[config.mk]
export PLATFORM = sky130hd
export DESIGN_NAME = sync_ram_ctl
export DESIGN_NICKNAME = d
export VERILOG_FILES = /design/src/rtl/sync_ram_ctl.sv
export SDC_FILE = /design/constraint.sdc
export NUM_CORES = 1
export LEC_CHECK = 0
export ABC_CLOCK_PERIOD_IN_PS = 2000
export CAP_MARGIN = 20
export CELL_PAD_IN_SITES_DETAIL_PLACEMENT = 1
export CELL_PAD_IN_SITES_GLOBAL_PLACEMENT = 1
export CORE_ASPECT_RATIO = 1.5
export CORE_UTILIZATION = 41
export DETAILED_ROUTE_END_ITERATION = 10
export PLACE_DENSITY_LB_ADDON = 0.1
export SLEW_MARGIN = 20
export SYNTH_ARGS = -nofsm -noshare
export SYNTH_HDL_FRONTEND = slang
export SYNTH_SLANG_ARGS = --single-unit
[constraint.sdc]
create_clock -name clk -period 2 [get_ports clk]
set_input_delay 0.3 -clock clk [delete_from_list [all_inputs] [get_ports clk]]
set_output_delay 0.3 -clock clk [all_outputs]
set_load 0.02 [all_outputs]
[src/rtl/sync_ram_ctl.sv]
// Single-port synchronous RAM (DATA_W x 2^ADDR_W) with req/ready handshake,
// registered read port with valid strobe, and a hardware clear-all sequencer.
module sync_ram_ctl #(
   parameter int DATA_W = 8,
   parameter int ADDR_W = 2
) (
   input  logic              clk,
   input  logic              rst_n,
   input  logic              req,
   input  logic              rw,
   input  logic [ADDR_W-1:0] addr,
   input  logic [DATA_W-1:0] wdata,
   input  logic              clr,
   output logic              ready,
   output logic              rvalid,
   output logic [DATA_W-1:0] rdata
);

   localparam int DEPTH = 1 << ADDR_W;

   typedef enum logic {
      S_CLEAR,
      S_IDLE
   } state_t;

   state_t            state;
   state_t            state_nxt;
   logic [ADDR_W-1:0] cnt;
   logic [ADDR_W-1:0] cnt_nxt;

   logic [DATA_W-1:0] mem [DEPTH];

   logic              accept;
   logic              mem_we;
   logic [ADDR_W-1:0] mem_waddr;
   logic [DATA_W-1:0] mem_wdata;
   logic              rd_en;

   always_ff @(posedge clk or negedge rst_n) begin
      if (!rst_n) begin
         state <= S_CLEAR;
         cnt   <= '0;
      end else begin
         state <= state_nxt;
         cnt   <= cnt_nxt;
      end
   end

   // cnt wraps to zero by itself on the last clear edge, so no explicit reload
   always_comb begin
      state_nxt = state;
      cnt_nxt   = cnt;
      case (state)
         S_CLEAR: begin
            cnt_nxt = cnt + ADDR_W'(1);
            if (cnt == '1) begin
               state_nxt = S_IDLE;
            end
         end
         S_IDLE: begin
            if (clr) begin
               state_nxt = S_CLEAR;
               cnt_nxt   = '0;
            end
         end
         default: begin
            state_nxt = S_CLEAR;
            cnt_nxt   = '0;
         end
      endcase
   end

   // clr outranks req: a request on the same edge as clr is dropped
   always_comb begin
      ready     = (state == S_IDLE);
      accept    = 1'b0;
      mem_we    = 1'b0;
      mem_waddr = '0;
      mem_wdata = '0;
      rd_en     = 1'b0;
      case (state)
         S_CLEAR: begin
            mem_we    = 1'b1;
            mem_waddr = cnt;
            mem_wdata = '0;
         end
         S_IDLE: begin
            accept = req && !clr;
            if (accept && rw) begin
               mem_we    = 1'b1;
               mem_waddr = addr;
               mem_wdata = wdata;
            end
            rd_en = accept && !rw;
         end
         default: begin
            mem_we = 1'b0;
         end
      endcase
   end

   always_ff @(posedge clk) begin
      if (mem_we) begin
         mem[mem_waddr] <= mem_wdata;
      end
   end

   always_ff @(posedge clk or negedge rst_n) begin
      if (!rst_n) begin
         rvalid <= 1'b0;
         rdata  <= '0;
      end else begin
         rvalid <= rd_en;
         if (rd_en) begin
            rdata <= mem[addr];
         end
      end
   end

endmodule

==> results of run 1 <==
-- cell type report --
cell class | count | area, um2
multi-input combinational | 44 | 485
tap | 46 | 57.6
clock buffer | 7 | 76.3
clock inverter | 1 | 30.0
inverter | 2 | 7.51
fill | 397 | 1950
sequential | 44 | 1260
timing repair buffer | 34 | 340
-- cells by family after synthesis --
family          after synthesis  synth area share, %
flops                        44                 70.9
simple gates                 20                 6.75
mux                          17                 17.4
buf+inv                       7                 2.18
fa+ha+maj                     1                0.703
compound gates                6                 2.04
-- per-stage QoR --
| step | setup WS, ns | area, um2 | utilization [%] |
|---|---|---|---|
| 3_3_place_gp | 0.0965 | 2150 | 51.1 |
| 4_1_cts | 0.215 | 2260 | 53.7 |
| 6_report | 0.234 | 2260 | 53.7 |
| 5_1_grt | 0.150 | 2260 | 53.7 |
| 2_1_floorplan | 0.0311 | 1780 | - |
| 3_5_place_dp | 0.0621 | 2150 | 51.1 |
-- power groups by stage --
stage | clock, W | combinational (W) | sequential [W]
floorplan | 0 | 0.000428 | 0.00158
global placement | 0 | 0.000938 | 0.00150
detailed placement | 0 | 0.000951 | 0.00153
CTS | 0.000674 | 0.000953 | 0.00151
global route | 0.000702 | 0.00101 | 0.00154
finish | 0.000645 | 0.000931 | 0.00151
-- state kept, by name, indices dropped and copies added (netlist names) --
| register | cells |
|---|---|
| mem | 32 |
| rdata | 8 |
| cnt | 2 |
| ready | 1 |
| rvalid | 1 |
-- routing by layer --
layer	global-route usage (%)	up-vias
li1	-	436
met1	17.1	494
met2	28.7	16
met3	4.21	5
met4	8.25	0
met5	0	-
-- worst min path at each step --
stage / to / slack [ns] / depth (start not counted)
6_report: rdata[7]$_DFFE_PN0P_ / 0.37 / 1
2_1_floorplan: cnt[0]$_DFFE_PN0P_ / 0.004 / 0
3_5_place_dp: rdata[0]$_DFFE_PN0P_ / 0.50 / 1
5_1_grt: rdata[7]$_DFFE_PN0P_ / 0.42 / 1
4_1_cts: rdata[4]$_DFFE_PN0P_ / 0.39 / 1
3_3_place_gp: rdata[6]$_DFFE_PN0P_ / 0.50 / 1
-- cells in the final DEF, fill, tap and decap left out, drive strengths merged --
| master | count |
|---|---|
| nand2 | 3 |
| mux2i | 1 |
| a32o | 1 |
| nor2 | 3 |
| nand3b | 2 |
| nor4bb | 1 |
| buf | 10 |
| bufinv | 1 |
| o21ai | 2 |
| dfrtp | 12 |
| edfxtp | 32 |
| ha | 1 |
| mux2 | 8 |
| nor2b | 1 |
| inv | 2 |
| clkdlybuf4s50 | 24 |
| and4b | 1 |
| clkbuf | 7 |
| and2 | 8 |
| mux4 | 8 |
| a21oi | 2 |
| o22ai | 1 |
| nand2b | 1 |
==> results.sh, run 1 <==
export IMPL_cts_root_buffer="clkbuf_8"
export IMPL_arrival_ns=1.47
export IMPL_status="complete, no violations"
export IMPL_wirelength_um=3160
export IMPL_clkPwrFrac_pct=20.9
export IMPL_first_iter_violations=29
export IMPL_wl_met3_um=70
export IMPL_avgSynthCellArea_um2=18.7
export IMPL_min_period_over_period_pct=88.3
export IMPL_fin_tns_setup_ns=0
export IMPL_r2r_cells=4
export IMPL_cp_startpoint="ready$_DFF_PN0_"
export IMPL_die_height_um=82.7
export IMPL_start_util_pct=42.3
export IMPL_routed_via_density=5.34
export IMPL_p_sw_w=0.000846
export IMPL_crit_chain="clkdlybuf4s50_1"
export IMPL_seq_power_share_pct=48.9
export IMPL_pwr_share_comb_pct=30.2
export IMPL_clk_path_buf_depth=2
export IMPL_critPathMaxFanout=11
export IMPL_netSwitchingFraction_pct=27.4
export IMPL_endpoint="ready"
export IMPL_holdBufCountCts=0
export IMPL_p_per_area_nw_per_um2=1370
export IMPL_post_cts_setup_buffers=0
export IMPL_grt_max_degree=14
export IMPL_relSlewSlack_pct=62.0
export IMPL_wl_per_cell_um=17.8
export IMPL_netlist_area_um2=1780
export IMPL_reg2reg_from="ready$_DFF_PN0_"
export IMPL_cts_buffers=5
export IMPL_slowest_delay_ns=0.66
export IMPL_clock_sinks=44
export IMPL_drc=0
export IMPL_p_leak_nw=0.851
export IMPL_whs_ns=0.373
export IMPL_port_buffer_count=24
export IMPL_worst_pin_slew_ns=0.568
export IMPL_synthArstFlopShare_pct=27.3
export IMPL_slew_viol_final=0
export IMPL_finalSetupViolations=0
export IMPL_synth_cell_types=25
export IMPL_critPathKind="reg2out"
export IMPL_synthCells=95
export IMPL_dpl_hpwl_um=2210
export IMPL_die_area_um2=4610
export IMPL_cts_tree="done"
export IMPL_rows=29
export IMPL_grt_setup_unrepaired="false"
export IMPL_synth_top_cell_area_share_pct=54.0
export IMPL_met1_length_um=1230
export IMPL_grt_pass1_vias=1069
export IMPL_max_vdd_ir_drop_mv=0.825
export IMPL_areaGrowthSynthToFinish_pct=26.9
export IMPL_synth_area_leader_cell="edfxtp_1"
export IMPL_critPathTopFamily="buffers and inverters"
export IMPL_coreArea_um2=4210
export IMPL_htreeDepth=2
export IMPL_ys_top_cells_by_count="edfxtp_1, dfrtp_1, and2_1, mux2_4, mux4_2"
export IMPL_synth_fp_nets=111
export IMPL_ys_seq_area_share_pct=70.9
export IMPL_grt_pass1_wl_um=5180
export IMPL_yosysMostFrequentCell="edfxtp_1"
export IMPL_synth_edf_count=32
export IMPL_die_w_um=55.8
export IMPL_r2r_end="mem[1][0]$_DFFE_PP_"
export IMPL_drt_pass1_iterations=4
export IMPL_crit_path_end_kind="output port"
export IMPL_path_depth=1
export IMPL_wl_met2_um=1800
export IMPL_finalNetCount=147
export IMPL_placed_cells=170
export IMPL_routabilityCongestion=0.688
export IMPL_fin_cells=178
export IMPL_synthTopCellsByArea="edfxtp_1, dfrtp_1, mux4_2"
export IMPL_synth_seq_cells=44
export IMPL_vias=951
export IMPL_ctsResizeCount=0
export IMPL_slowest_stage="clkdlybuf4s50_1"
export IMPL_yosysWarnings=0
export IMPL_crit_required_ns=1.70
export IMPL_fin_worst_skew_ns=0.00579
export IMPL_insertion_delay_ns=0.29
export IMPL_period_needed_ns=1.77
export IMPL_hold_path_class="in2async"
export IMPL_insertedDiodeCount=0
export IMPL_finalHoldViolations=0
export IMPL_drv_cap=0
export IMPL_pin_count=25
export IMPL_rrSetupSlack_ns=0.38
export IMPL_totalPowerFinal_w=0.00308
export IMPL_fmax_mhz=566
export IMPL_critPathBufInv=1
export IMPL_overflow=0
export IMPL_grtUsageTotal_pct=15.9
export IMPL_drive_gt1_share_pct=23.5
export IMPL_clk_pin_slew_ns=0.08
export IMPL_worstSetupStartpointType="flop"
export IMPL_antenna_left=0
export IMPL_antenna_found_initial=0
export IMPL_top_layer_used="met4"
export IMPL_power_internal_w=0.00224
export IMPL_synth_flop_cell="edfxtp_1"
No activity file was read; power rests on OpenSTA's default activity.
==> run 2, diff against run 1 <==
--- a/config.mk
+++ b/config.mk
@@ -13,6 +13,7 @@
 export CORE_UTILIZATION = 41
 export DETAILED_ROUTE_END_ITERATION = 10
 export PLACE_DENSITY_LB_ADDON = 0.1
+export SKIP_LAST_GASP = 1
 export SLEW_MARGIN = 20
 export SYNTH_ARGS = -nofsm -noshare
 export SYNTH_HDL_FRONTEND = slang
==> results of run 2 <==
Same layout as run 1: the final DEF is identical, and so are final timing and power.
